### src/rtl/alu_share_pkg.sv
// Shared definitions for the shared-ALU controller: opcode and FSM state
// enums, opcode width and a divide-class helper.
package alu_share_pkg;

    localparam int unsigned OP_W = 4;

    typedef enum logic [OP_W-1:0] {
        OpAdd  = 4'd0,
        OpSub  = 4'd1,
        OpMul  = 4'd2,
        OpDiv  = 4'd3,
        OpMod  = 4'd4,
        OpAnd  = 4'd5,
        OpOr   = 4'd6,
        OpXor  = 4'd7,
        OpXnor = 4'd8,
        OpNot  = 4'd9,
        OpShl  = 4'd10,
        OpShr  = 4'd11,
        OpAsr  = 4'd12,
        OpRed  = 4'd13,
        OpCmp  = 4'd14,
        OpCat  = 4'd15
    } op_e;

    typedef enum logic [1:0] {
        StIdle,
        StExec,
        StDiv,
        StResp
    } state_e;

    function automatic logic is_div_op(input op_e op);
        return (op == OpDiv) || (op == OpMod);
    endfunction

endpackage

### src/rtl/alu_div_iter.sv
// Iterative restoring divider, one quotient bit per clock, WIDTH clocks.
// Ports:
//   clk, rst           clock, asynchronous active-high reset (aborts a run)
//   start_i            load dividend/divisor and begin (ignored result of old run)
//   dividend_i, divisor_i  operands; divisor must be non-zero
//   busy_o             a division is in progress
//   done_o             high in the final iteration cycle; quot_o/rem_o valid then
//   quot_o, rem_o      quotient and remainder produced by the final iteration
module alu_div_iter #(
    parameter int unsigned WIDTH = 4
) (
    input  logic             clk,
    input  logic             rst,
    input  logic             start_i,
    input  logic [WIDTH-1:0] dividend_i,
    input  logic [WIDTH-1:0] divisor_i,
    output logic             busy_o,
    output logic             done_o,
    output logic [WIDTH-1:0] quot_o,
    output logic [WIDTH-1:0] rem_o
);

    localparam int unsigned CntW = $clog2(WIDTH);

    logic             busy_q;
    logic [CntW-1:0]  cnt_q;
    logic [WIDTH-1:0] rem_q;
    logic [WIDTH-1:0] quo_q;   // dividend bits shift out, quotient bits shift in
    logic [WIDTH-1:0] div_q;

    logic [WIDTH:0]   shifted;
    logic [WIDTH:0]   diff;
    logic             fits;
    logic [WIDTH-1:0] rem_step;
    logic [WIDTH-1:0] quo_step;

    // rem < divisor always holds, so shifted < 2*divisor and the difference
    // fits in WIDTH+1 signed bits: its MSB is the "does not fit" flag.
    always_comb begin
        shifted  = {rem_q, quo_q[WIDTH-1]};
        diff     = shifted - {1'b0, div_q};
        fits     = ~diff[WIDTH];
        rem_step = fits ? diff[WIDTH-1:0] : shifted[WIDTH-1:0];
        quo_step = {quo_q[WIDTH-2:0], fits};
    end

    assign busy_o = busy_q;
    assign done_o = busy_q && (cnt_q == CntW'(WIDTH - 1));
    assign quot_o = quo_step;
    assign rem_o  = rem_step;

    always_ff @(posedge clk or posedge rst) begin
        if (rst) begin
            busy_q <= 1'b0;
            cnt_q  <= '0;
            rem_q  <= '0;
            quo_q  <= '0;
            div_q  <= '0;
        end else if (start_i) begin
            busy_q <= 1'b1;
            cnt_q  <= '0;
            rem_q  <= '0;
            quo_q  <= dividend_i;
            div_q  <= divisor_i;
        end else if (busy_q) begin
            rem_q <= rem_step;
            quo_q <= quo_step;
            cnt_q <= cnt_q + 1'b1;
            if (done_o) begin
                busy_q <= 1'b0;
            end
        end
    end

endmodule

### src/rtl/alu_share_ctrl.sv
// Shared-ALU controller: round-robin arbitration between NREQ requesters,
// single-cycle operators plus an iterative divider, registered tagged result
// over a valid/ready handshake.
// Ports:
//   clk, rst              clock, asynchronous active-high reset
//   req_valid/req_ready   per-requester request handshake (ready one-hot or zero)
//   req_op/req_a/req_b    packed per-requester opcode and operands
//   rsp_valid/rsp_ready   result handshake
//   rsp_id                index of the requester that owns the result
//   rsp_data              2*WIDTH-bit result
//   rsp_err               divide or modulo by zero
module alu_share_ctrl
    import alu_share_pkg::*;
#(
    parameter int unsigned WIDTH = 4,
    parameter int unsigned NREQ  = 2
) (
    input  logic                     clk,
    input  logic                     rst,
    input  logic [NREQ-1:0]          req_valid,
    output logic [NREQ-1:0]          req_ready,
    input  logic [OP_W*NREQ-1:0]     req_op,
    input  logic [WIDTH*NREQ-1:0]    req_a,
    input  logic [WIDTH*NREQ-1:0]    req_b,
    output logic                     rsp_valid,
    input  logic                     rsp_ready,
    output logic [$clog2(NREQ)-1:0]  rsp_id,
    output logic [2*WIDTH-1:0]       rsp_data,
    output logic                     rsp_err
);

    localparam int unsigned IdW = $clog2(NREQ);
    localparam int unsigned RW  = 2 * WIDTH;

    function automatic logic [RW-1:0] zext(input logic [WIDTH-1:0] x);
        return {{WIDTH{1'b0}}, x};
    endfunction

    state_e           state_q, state_d;
    logic [IdW-1:0]   last_q, last_d;
    op_e              op_q, op_d;
    logic [WIDTH-1:0] a_q, a_d;
    logic [WIDTH-1:0] b_q, b_d;
    logic [IdW-1:0]   id_q, id_d;
    logic [RW-1:0]    data_q, data_d;
    logic             err_q, err_d;

    // Round-robin arbiter: first valid requester after the last grant.
    logic           grant_vld;
    logic [IdW-1:0] grant_id;
    logic [IdW-1:0] cand;
    logic           handshake;

    always_comb begin
        grant_vld = 1'b0;
        grant_id  = '0;
        cand      = '0;
        for (int unsigned i = 1; i <= NREQ; i++) begin
            cand = IdW'((32'(last_q) + i) % NREQ);
            if (!grant_vld && req_valid[cand]) begin
                grant_vld = 1'b1;
                grant_id  = cand;
            end
        end
    end

    assign handshake = (state_q == StIdle) && grant_vld && !rst;

    always_comb begin
        req_ready = '0;
        if (handshake) begin
            req_ready[grant_id] = 1'b1;
        end
    end

    op_e              op_sel;
    logic [WIDTH-1:0] a_sel;
    logic [WIDTH-1:0] b_sel;
    logic             sel_div;

    assign op_sel  = op_e'(req_op[32'(grant_id)*OP_W +: OP_W]);
    assign a_sel   = req_a[32'(grant_id)*WIDTH +: WIDTH];
    assign b_sel   = req_b[32'(grant_id)*WIDTH +: WIDTH];
    assign sel_div = is_div_op(op_sel) && (b_sel != '0);

    // Divider
    logic             div_start;
    logic             div_busy;
    logic             div_done;
    logic [WIDTH-1:0] div_quot;
    logic [WIDTH-1:0] div_rem;

    alu_div_iter #(
        .WIDTH (WIDTH)
    ) u_div (
        .clk        (clk),
        .rst        (rst),
        .start_i    (div_start),
        .dividend_i (a_sel),
        .divisor_i  (b_sel),
        .busy_o     (div_busy),
        .done_o     (div_done),
        .quot_o     (div_quot),
        .rem_o      (div_rem)
    );

    // Single-cycle operators on the latched request. DIV/MOD only reach this
    // path with a zero divisor.
    logic [RW-1:0]           alu_res;
    logic                    alu_err;
    logic [WIDTH:0]          add_w;
    logic [WIDTH:0]          sub_w;
    logic [RW-1:0]           mul_w;
    logic signed [WIDTH-1:0] a_s;
    logic [WIDTH-1:0]        asr_w;
    logic                    big_sh;

    always_comb begin
        alu_res = '0;
        alu_err = 1'b0;
        add_w   = {1'b0, a_q} + {1'b0, b_q};
        sub_w   = {1'b0, a_q} - {1'b0, b_q};   // bit WIDTH is the borrow
        mul_w   = zext(a_q) * zext(b_q);
        a_s     = a_q;
        asr_w   = a_s >>> b_q;
        big_sh  = 32'(b_q) >= WIDTH;
        case (op_q)
            OpAdd:  alu_res = RW'(add_w);
            OpSub:  alu_res = RW'(sub_w);
            OpMul:  alu_res = mul_w;
            OpDiv: begin
                alu_res = {a_q, {WIDTH{1'b1}}};
                alu_err = 1'b1;
            end
            OpMod: begin
                alu_res = zext(a_q);
                alu_err = 1'b1;
            end
            OpAnd:  alu_res = zext(a_q & b_q);
            OpOr:   alu_res = zext(a_q | b_q);
            OpXor:  alu_res = zext(a_q ^ b_q);
            OpXnor: alu_res = zext(~(a_q ^ b_q));
            OpNot:  alu_res = zext(~a_q);
            OpShl:  alu_res = big_sh ? '0 : zext(a_q << b_q);
            OpShr:  alu_res = big_sh ? '0 : zext(a_q >> b_q);
            OpAsr:  alu_res = big_sh ? zext({WIDTH{a_q[WIDTH-1]}}) : zext(asr_w);
            OpRed: begin
                alu_res[0] = &a_q;
                alu_res[1] = |a_q;
                alu_res[2] = ^a_q;
            end
            OpCmp: begin
                alu_res[0] = a_q == b_q;
                alu_res[1] = a_q < b_q;
                alu_res[2] = a_q > b_q;
            end
            OpCat:  alu_res = {a_q, b_q};
        endcase
    end

    // Controller FSM
    always_comb begin
        state_d   = state_q;
        last_d    = last_q;
        op_d      = op_q;
        a_d       = a_q;
        b_d       = b_q;
        id_d      = id_q;
        data_d    = data_q;
        err_d     = err_q;
        div_start = 1'b0;
        unique case (state_q)
            StIdle: begin
                if (handshake) begin
                    op_d   = op_sel;
                    a_d    = a_sel;
                    b_d    = b_sel;
                    id_d   = grant_id;
                    last_d = grant_id;
                    if (sel_div) begin
                        state_d = StDiv;
                        // Divider is always idle here; the gate only keeps a
                        // stray start from clobbering a run in progress.
                        div_start = !div_busy;
                    end else begin
                        state_d = StExec;
                    end
                end
            end
            StExec: begin
                data_d  = alu_res;
                err_d   = alu_err;
                state_d = StResp;
            end
            StDiv: begin
                if (div_done) begin
                    data_d  = (op_q == OpDiv) ? {div_rem, div_quot} : zext(div_rem);
                    err_d   = 1'b0;
                    state_d = StResp;
                end
            end
            StResp: begin
                if (rsp_ready) begin
                    state_d = StIdle;
                end
            end
            default: state_d = StIdle;
        endcase
    end

    always_ff @(posedge clk or posedge rst) begin
        if (rst) begin
            state_q <= StIdle;
            last_q  <= IdW'(NREQ - 1);
            op_q    <= OpAdd;
            a_q     <= '0;
            b_q     <= '0;
            id_q    <= '0;
            data_q  <= '0;
            err_q   <= 1'b0;
        end else begin
            state_q <= state_d;
            last_q  <= last_d;
            op_q    <= op_d;
            a_q     <= a_d;
            b_q     <= b_d;
            id_q    <= id_d;
            data_q  <= data_d;
            err_q   <= err_d;
        end
    end

    assign rsp_valid = (state_q == StResp);
    assign rsp_id    = id_q;
    assign rsp_data  = data_q;
    assign rsp_err   = err_q;

endmodule

### config.mk
export PLATFORM = sky130hd
export DESIGN_NAME = alu_share_ctrl
export DESIGN_NICKNAME = d
export VERILOG_FILES = /design/src/rtl/alu_share_pkg.sv /design/src/rtl/alu_div_iter.sv /design/src/rtl/alu_share_ctrl.sv
export SDC_FILE = /design/constraint.sdc
export NUM_CORES = 1
export LEC_CHECK = 0
export ABC_AREA = 1
export CORE_MARGIN = 4
export CORE_UTILIZATION = 45
export DETAILED_ROUTE_END_ITERATION = 8
export HOLD_SLACK_MARGIN = 0.15
export PLACE_DENSITY = 0.71
export SYNTH_ARGS = -nofsm -noshare
export SYNTH_HDL_FRONTEND = slang
export SYNTH_SLANG_ARGS = --single-unit
### constraint.sdc
create_clock -name clk -period 2.8 [get_ports clk]
set_input_delay 0.42 -clock clk [delete_from_list [all_inputs] [get_ports clk]]
set_output_delay 0.42 -clock clk [all_outputs]
set_load 0.01 [all_outputs]
Yosys cells after proc, flatten, opt, wreduce, memory -nomap -nowiden:

Cells that the tools add are included.

* flip-flop bits (word level): 40
* bits in latches: 0
* RAM bits: 0
* memory bits (read-only): 0
* word-level logic and storage cells: 126
* memories kept: 0

* add/subtract/negate cells: 6
* multiply operators: 1
* div/mod/pow operators: 0
* order comparisons: 7
* equality and inequality tests: 25
* shift operators: 6
* mux-type cells: 40
* bitwise gates (word level): 6
* reductions and logical operators: 22

Operators by type and width (count)
* $pmux 5 s14: 1
* $pmux 3 s16: 1
* $eq 4x4->1 const B: 8
* $mux 4: 8
* $shiftx 8x4->4: 3
* $eq 4x3->1 const B: 5
* $mux 1: 17
* $mux 8: 2
* $pmux 8 s2: 1
* $mux 2: 7
* $eq 4x2->1 const B: 3
* $mul 4x4->8: 1
* $not 4->4: 2
* $pmux 2 s4: 1
* $eq 2x2->1 const B: 3
* $logic_and 1x1->1: 6
* $lt 1x2->1 const B: 3
* $add 4x4->5: 1
* $sub 4x4->5: 1
* $sub 5x4->5: 1
* $and 4x4->4: 1
* $eq 4x1->1 const B: 1
* $eq 4x4->1: 1
* $ge 4x3->1 const B: 1
* other kinds (28): 34

Logic depth before layout (Yosys ltp):

Gate-level depths: netlist of run 1.

* depth after elaboration: 15
* depth in mapped cells: 17
* mapped depth without buffers: 17

Modules after synthesis:

A second synthesis of run 1 with hierarchy kept.

* cells, all modules: 612
* area total of the unflattened synthesis: 3955.0 um2

By module, submodules not included
* alu_share_ctrl: times used 1, cells each 508, area each 3040.4 um2, seq. area each 626.9 um2
* alu_div_iter: times used 1, cells each 104, area each 914.6 um2, seq. area each 375.4 um2

Least setup slack after synthesis of run 1:

No wires, ideal clock.

* kind: register -> register
* from: reg a_q[1]
* to: reg data_q[6], in the netlist rsp_data[6]
* setup time: 0.125 ns
* arrival: 2.919 ns
* setup slack: -0.243 ns
* cell stages (with the launch flop): 18
* period minus slack after synthesis: 3.043 ns
* cells stage by stage: dfrtp_1 > clkbuf_1 > nand2_1 > fa_1 > inv_1 > fa_1 > inv_1 > fa_1 > inv_1 > nand2_1 > nand2_1 > nand2_1 > nand2_1 > nand2_1 > nand3_1 > o21ai_0 > a21oi_1 > a21oi_1

* word-level cells in the longest chain between the ends: 3

RTL lines
* start, declared: RTL line alu_share_ctrl.sv:42 `logic [WIDTH-1:0] a_q, a_d;`
* start signal, assigned: RTL line alu_share_ctrl.sv:216 `a_q <= '0;`
* start signal, assigned: RTL line alu_share_ctrl.sv:225 `a_q <= a_d;`
* $mul 4x4->8: RTL line alu_share_ctrl.sv:123 `mul_w = zext(a_q) * zext(b_q);`
* $pmux 5 s14: RTL line alu_share_ctrl.sv:127 `case (op_q)`
* $pmux 8 s2: RTL line alu_share_ctrl.sv:172 `unique case (state_q)`
* end signal, assigned: RTL line alu_share_ctrl.sv:228 `data_q <= data_d;`
* end, declared: RTL line alu_share_ctrl.sv:45 `logic [RW-1:0] data_q, data_d;`

No other way between the ends.
A chain may end at the register's enable or synchronous reset.

Worst setup path after layout of run 1:

* from: reg a_q[1]
* to: reg data_q[3], in the netlist rsp_data[3]

* word-level cells in the longest chain between the ends: 4

RTL lines (RTL line)
* parallel branches: the longest is 2 deep, another holds $mul 4x4->8
* $pmux 5 s14 (*): alu_share_ctrl.sv:127
* $pmux 8 s2 (*): alu_share_ctrl.sv:172

Every way passes the cells marked *.

==> summary.txt, run 1 <==
Timing
  – Rel. slew slack: 0.534
  – Final period util: 0.970
  – Post-layout min period: 2720 ps
  – Worst-Margin Slew: 696 ps
  – Clk_skew: 15.4 ps
  – Max-slew violation count: 0
  – RSZ-0062 raised after global routing: yes
  – Final Hold Vio Count: 0
  – Final Setup Violations: 0
  – Fmax: 0.368 GHz
  – Hold slack: 503 ps

Yosys
  – Syn nets: 678
  – Warning count from the yosys run: 0
  – Post-Syn Area: 0.00392 mm²
  – FFs w/ async S/R, synth: 1.00
  – Mapped Cells: 606
  – Synth Flop Type: dfrtp_1
  – Yosys cell types: 40
  – Yosys reg bits: 40
  – Register area share after synthesis: 0.256
  – Synth Area per Inst: 6.47 µm²
  – EDFF count, synth: 0

Run status
  – Status: finished clean

Critical path
  – Critical path, cell by cell: nand2_2 > fa_1 > inv_2 > fa_1 > inv_2 > fa_2 > inv_2 > a21oi_2 > nand3_1 > nor2_1 > nand2_1 > nand2_1 > a21oi_1
  – Req. time, crit path: 2980 ps
  – CP delay by family, top: adder cells
  – Cell mode on critical path: inv_2
  – CP Buf/Inv Count: 3
  – CP Launch Type: register
  – Worst path slowest cell: fa_1
  – Critical path class: reg -> reg
  – Critical Path Fanout Max: 6
  – Delay of the slowest critical-path stage: 540 ps
  – Crit end category: register
  – Arrival time at the worst endpoint: 2900 ps

CTS
  – Max clock buf depth: 2
  – Htree depth: 2
  – Worst-Skew Late Latency: 290 ps
  – CTS tree: done
  – Sink Count: 40
  – Clk slew on worst S/H paths: 80 ps
  – Clk root buf: clkbuf_8
  – Total CTS buffers: 5

Placement
  – Input/output buffers: 41
  – Global placer's final weighted congestion: 1.03
  – Hpwl dp: 9.35 mm

Power
  – Pleak: 2.48 nW
  – Power Density: 1150 mW/mm²
  – Post-layout power: 5.36 mW
  – Peak VDD IR: 0.443 mV

Floorplanning
  – Initial Util: 0.470
  – Site Rows: 33
  – Die area: 0.0103 mm²
  – Core footprint: 0.00834 mm²
  – Die W: 101 µm
  – Die H: 101 µm
  – # IOs: 42

Finish
  – Area delta synth->final: 19.2%
  – Antenna cells: 0
  – Commonest non-fill, non-tap cell in the layout: nand2_1
  – Final net count: 737
  – Layout cells sized above 1: 0.0842
  – Highest-count cells in the layout ignoring fill and taps: nand2_1, inv_1, nor2_1
  – # fillers: 836

Detailed routing
  – Wire per inst: 14.8 µm
  – DR iter-0 viols: 180
  – DRC viols: 0
  – Antenna viol nets, final: 0
  – TritonRoute pass-1 iters: 5
  – Routed WL: 11.4 mm
  – Via density: 5.31
  – Routed vias: 4085

Min path
  – Worst Hold Class: reg -> reg

GRT
  – GR Overflow Total: 0
  – Initial antenna violation count: 0
  – Vias in the first global route: 3962
  – Global-route total usage across every layer: 0.231
  – First-pass GRT wire length: 19.1 mm
  – Largest net degree at the start of global routing: 41

Flow run
  – Maxcap violations: 0
## per-stage QoR
step / TNS [ps] / area (µm²) / cells / util / worst slack (ps)
3_5_place_dp: 0 / 4550 / 761 / 0.546 / 54.7
6_report: 0 / 4670 / 770 / 0.560 / 83.0
3_3_place_gp: 0 / 4550 / 761 / 0.546 / 105
4_1_cts: 0 / 4630 / 768 / 0.556 / 61.4
2_1_floorplan: 0 / 3940 / 606 / - / 26.1
5_1_grt: -153 / 4670 / 770 / 0.560 / -65.1
## power by group
part	switching (mW)	internal, mW	total, mW
Clock	0.189	0.169	0.358
Combinational	2.47	1.44	3.91
Sequential	0.214	0.873	1.09
Total	2.88	2.48	5.36
## final timing paths
check / from / to / slack [ps] / cells after the start
min in group asynchronous: rst / u_div.div_q[0] / 640 / 3
worst max register to register: a_q[1] / rsp_data[3] / 80 / 13
worst min register to register: rsp_data[4] / rsp_data[4] / 500 / 2
worst max-delay path: a_q[1] / rsp_data[3] / 80 / 13
worst min-delay path: rsp_data[4] / rsp_data[4] / 500 / 2
max in group asynchronous: rst / a_q[1] / 1780 / 3
## worst register-to-register path, cell delays in order (launching register included)
cell	delay [ps]
dfrtp_2	420
nand2_2	70
fa_1	500
inv_2	40
fa_1	540
inv_2	50
fa_2	520
inv_2	40
a21oi_2	100
nand3_1	80
nor2_1	90
nand2_1	60
nand2_1	60
a21oi_1	70
## cell usage after synthesis (2+ instances only)
cell | count | area share
buf_4 | 2 | 0.0038
clkinv_1 | 5 | 0.0048
o211ai_1 | 4 | 0.0077
nor3_1 | 8 | 0.010
fa_1 | 7 | 0.036
o21ai_0 | 39 | 0.050
inv_2 | 2 | 0.0019
nand4_1 | 5 | 0.0080
nand2_1 | 188 | 0.18
dfrtp_1 | 39 | 0.25
or2_2 | 4 | 0.0064
mux2i_1 | 3 | 0.0077
a21oi_1 | 22 | 0.028
nand2_4 | 2 | 0.0057
nor2_2 | 3 | 0.0048
a21boi_0 | 2 | 0.0038
o22ai_1 | 4 | 0.0064
buf_2 | 3 | 0.0038
a22oi_1 | 2 | 0.0038
nor2_1 | 65 | 0.062
nand3_1 | 56 | 0.071
nand3b_1 | 5 | 0.0096
inv_1 | 82 | 0.078
clkbuf_1 | 3 | 0.0029
ha_1 | 36 | 0.11
## layer usage
layer / wire length [µm] / vias up / global-route usage
met1: 5180 / 1858 / 0.326
met3: 766 / 22 / 0.0324
met2: 5170 / 153 / 0.372
met4: 277 / 0 / 0.0654
met5: 0 / - / 0
li1: - / 2052 / -
## logic make-up (layout without fill, tap and decap cells)
family	count (synthesis)	count (layout)	synth area share
buf+inv	98	157	0.0986
compound gates	79	79	0.110
xor+xnor	1	1	0.00223
fa+ha+maj	43	43	0.151
simple gates	342	342	0.375
flops	40	40	0.256
mux	3	3	0.00766
## cell type report
class | instances | area (µm²) | area share
multi-input combinational | 468 | 2560 | 0.548
sequential | 40 | 1000 | 0.215
timing repair buffer | 61 | 561 | 0.120
inverter | 89 | 334 | 0.0715
tap | 105 | 131 | 0.0281
clock buffer | 5 | 68.8 | 0.0147
clock inverter | 2 | 12.5 | 0.00268
## flip-flops by register name, summed over array words and instances, names as in the netlist
register and flops:
a_q 4, rsp_data 8, b_q 4, u_div.busy_o 1, u_div.cnt_q 2, state_q 2, rsp_id 1, last_q 1
rsp_err 1, u_div.div_q 4, op_q 4, u_div.quo_q 4, u_div.rem_q 4
## what timing repair did
| item | in CTS | in global routing |
|---|---|---|
| setup buffers | 0 | 2 |
| endpoints found under the setup margin | 0 | 4 |
| hold buffers | 0 | 0 |
| gates resized for setup | 0 | 10 |
| endpoints found under the hold margin | 0 | 0 |
Power figures use the tool's default switching activity.
==> inputs of run 2 (changes only) <==
RECOVER_POWER = 50   (was unset)
==> summary.txt, run 2 (same netlist as run 1, synthesis figures left out) <==
Run status
  – Status: finished clean

Finish
  – Area delta synth->final: 19.0%
  – Max reg flops: 8
  – Storage element area: 0.00100 mm²
  – Highest-count cells in the layout ignoring fill and taps: nand2_1, inv_1, nor2_1
  – # fillers: 839
  – Final Core Density: 0.560
  – Antenna cells: 0
  – Commonest non-fill, non-tap cell in the layout: nand2_1
  – Finished Layout Cells: 770
  – Layout cells sized above 1: 0.0827
  – Multi-input combinational cell area: 0.00256 mm²
  – Final Cell Area: 0.00467 mm²
  – Final net count: 737

Floorplanning
  – Site Rows: 33
  – Die W: 101 µm
  – Die H: 101 µm
  – Core footprint: 0.00834 mm²
  – Initial Util: 0.470
  – Die area: 0.0103 mm²
  – # IOs: 42

Min path
  – Worst Hold Class: reg -> reg

Detailed routing
  – DR iter-0 viols: 221
  – Antenna viol nets, final: 0
  – Via density: 5.30
  – TritonRoute pass-1 iters: 4
  – Routed vias: 4078
  – Wire per inst: 14.8 µm
  – DRC viols: 0
  – Routed WL: 11.4 mm

CTS
  – Clk slew on worst S/H paths: 90 ps
  – Worst-Skew Late Latency: 290 ps
  – Max clock buf depth: 2
  – Htree depth: 2
  – Sink Count: 40
  – CTS tree: done
  – Clk root buf: clkbuf_8
  – Hold buffers post-CTS: 0
  – Total CTS buffers: 5

Timing
  – Fmax: 0.368 GHz
  – Final period util: 0.971
  – Clk_skew: 16.4 ps
  – Worst-Margin Slew: 966 ps
  – Final Hold Vio Count: 0
  – Max-slew violation count: 0
  – Post-layout min period: 2720 ps
  – Hold slack: 498 ps
  – Rel. slew slack: 0.356
  – RSZ-0062 raised after global routing: yes
  – Final Setup Violations: 0

Power
  – Peak VDD IR: 0.443 mV
  – Share of total power in the clock network: 0.067
  – Switching pwr: 2.87 mW
  – Pleak: 2.48 nW
  – Power Density: 1150 mW/mm²
  – Internal: 2.47 mW
  – Comb pwr share: 0.730
  – Sw frac: 0.537
  – Post-layout power: 5.35 mW
  – Flop pwr share: 0.203

GRT
  – Largest net degree at the start of global routing: 41
  – GR Overflow Total: 0
  – Initial antenna violation count: 0
  – First-pass GRT wire length: 19.1 mm
  – Global-route total usage across every layer: 0.231
  – Vias in the first global route: 3962

Critical path
  – Req. time, crit path: 2980 ps
  – CP Launch Type: register
  – Arrival time at the worst endpoint: 2900 ps
  – Critical path class: reg -> reg
  – Crit end category: register
  – Critical Path Fanout Max: 6

Placement
  – Area post-placement: 0.00455 mm²
  – Hpwl dp: 9.35 mm
  – Global placer's final weighted congestion: 1.03
  – DP Cell Count: 761
  – Input/output buffers: 41

Flow run
  – Maxcap violations: 0
[run 2: path summary, 6_finish.rpt]
check	start	to	slack, ps	cells after the start
max	a_q[1]	rsp_data[3]	80	13
min	rsp_data[4]	rsp_data[4]	500	2
max reg2reg	a_q[1]	rsp_data[3]	80	13
min reg2reg	rsp_data[4]	rsp_data[4]	500	2
max in group asynchronous	rst	a_q[1]	1190	3
min in group asynchronous	rst	state_q[0]	940	3
[run 2: routing by layer]
| metal | routed length [µm] | global-route usage | vias to the layer above |
|---|---|---|---|
| li1 | - | - | 2057 |
| met1 | 5160 | 0.326 | 1841 |
| met2 | 5160 | 0.372 | 154 |
| met3 | 770 | 0.0324 | 26 |
| met4 | 294 | 0.0654 | 0 |
| met5 | 0 | 0 | - |
[run 2: layout make-up]
cell class / count / share of cell area
repair buffers: 61 / 0.119
well taps: 105 / 0.0281
clock inverters: 2 / 0.00268
multi-input cells: 468 / 0.549
flip-flops and latches: 40 / 0.215
clock buffers: 5 / 0.0147
inverters: 89 / 0.0716
[run 2: what timing repair did]
action | CTS | global route
setup endpoints to repair | 0 | 4
buffers inserted | 0 | 2
resized for setup | 0 | 10
[run 2: through the flow]
step / TNS [ps] / setup slack [ps]
finish: 0 / 81.5
global route: -153 / -65.1
CTS: 0 / 61.4
detailed placement: 0 / 54.7
global placement: 0 / 105
floorplan: 0 / 26.1
[run 2: power groups by stage]
stage / clock network [mW] / registers, mW / logic (mW)
after detailed placement: 0 / 1.08 / 3.73
after global placement: 0 / 1.08 / 3.66
after CTS: 0.370 / 1.07 / 3.75
final: 0.359 / 1.08 / 3.91
after floorplan: 0 / 1.10 / 2.52
after global routing: 0.402 / 1.13 / 4.38
[run 2: worst max-delay path, stage by stage, from the launching register on]
cell and delay [ps]:
dfrtp_2 420, nand2_2 70, fa_1 500, inv_2 40, fa_1 540, inv_2 50, fa_2 520, inv_2 40
a21oi_2 100, nand3_1 80, nor2_1 90, nand2_1 60, nand2_1 60, a21oi_1 70
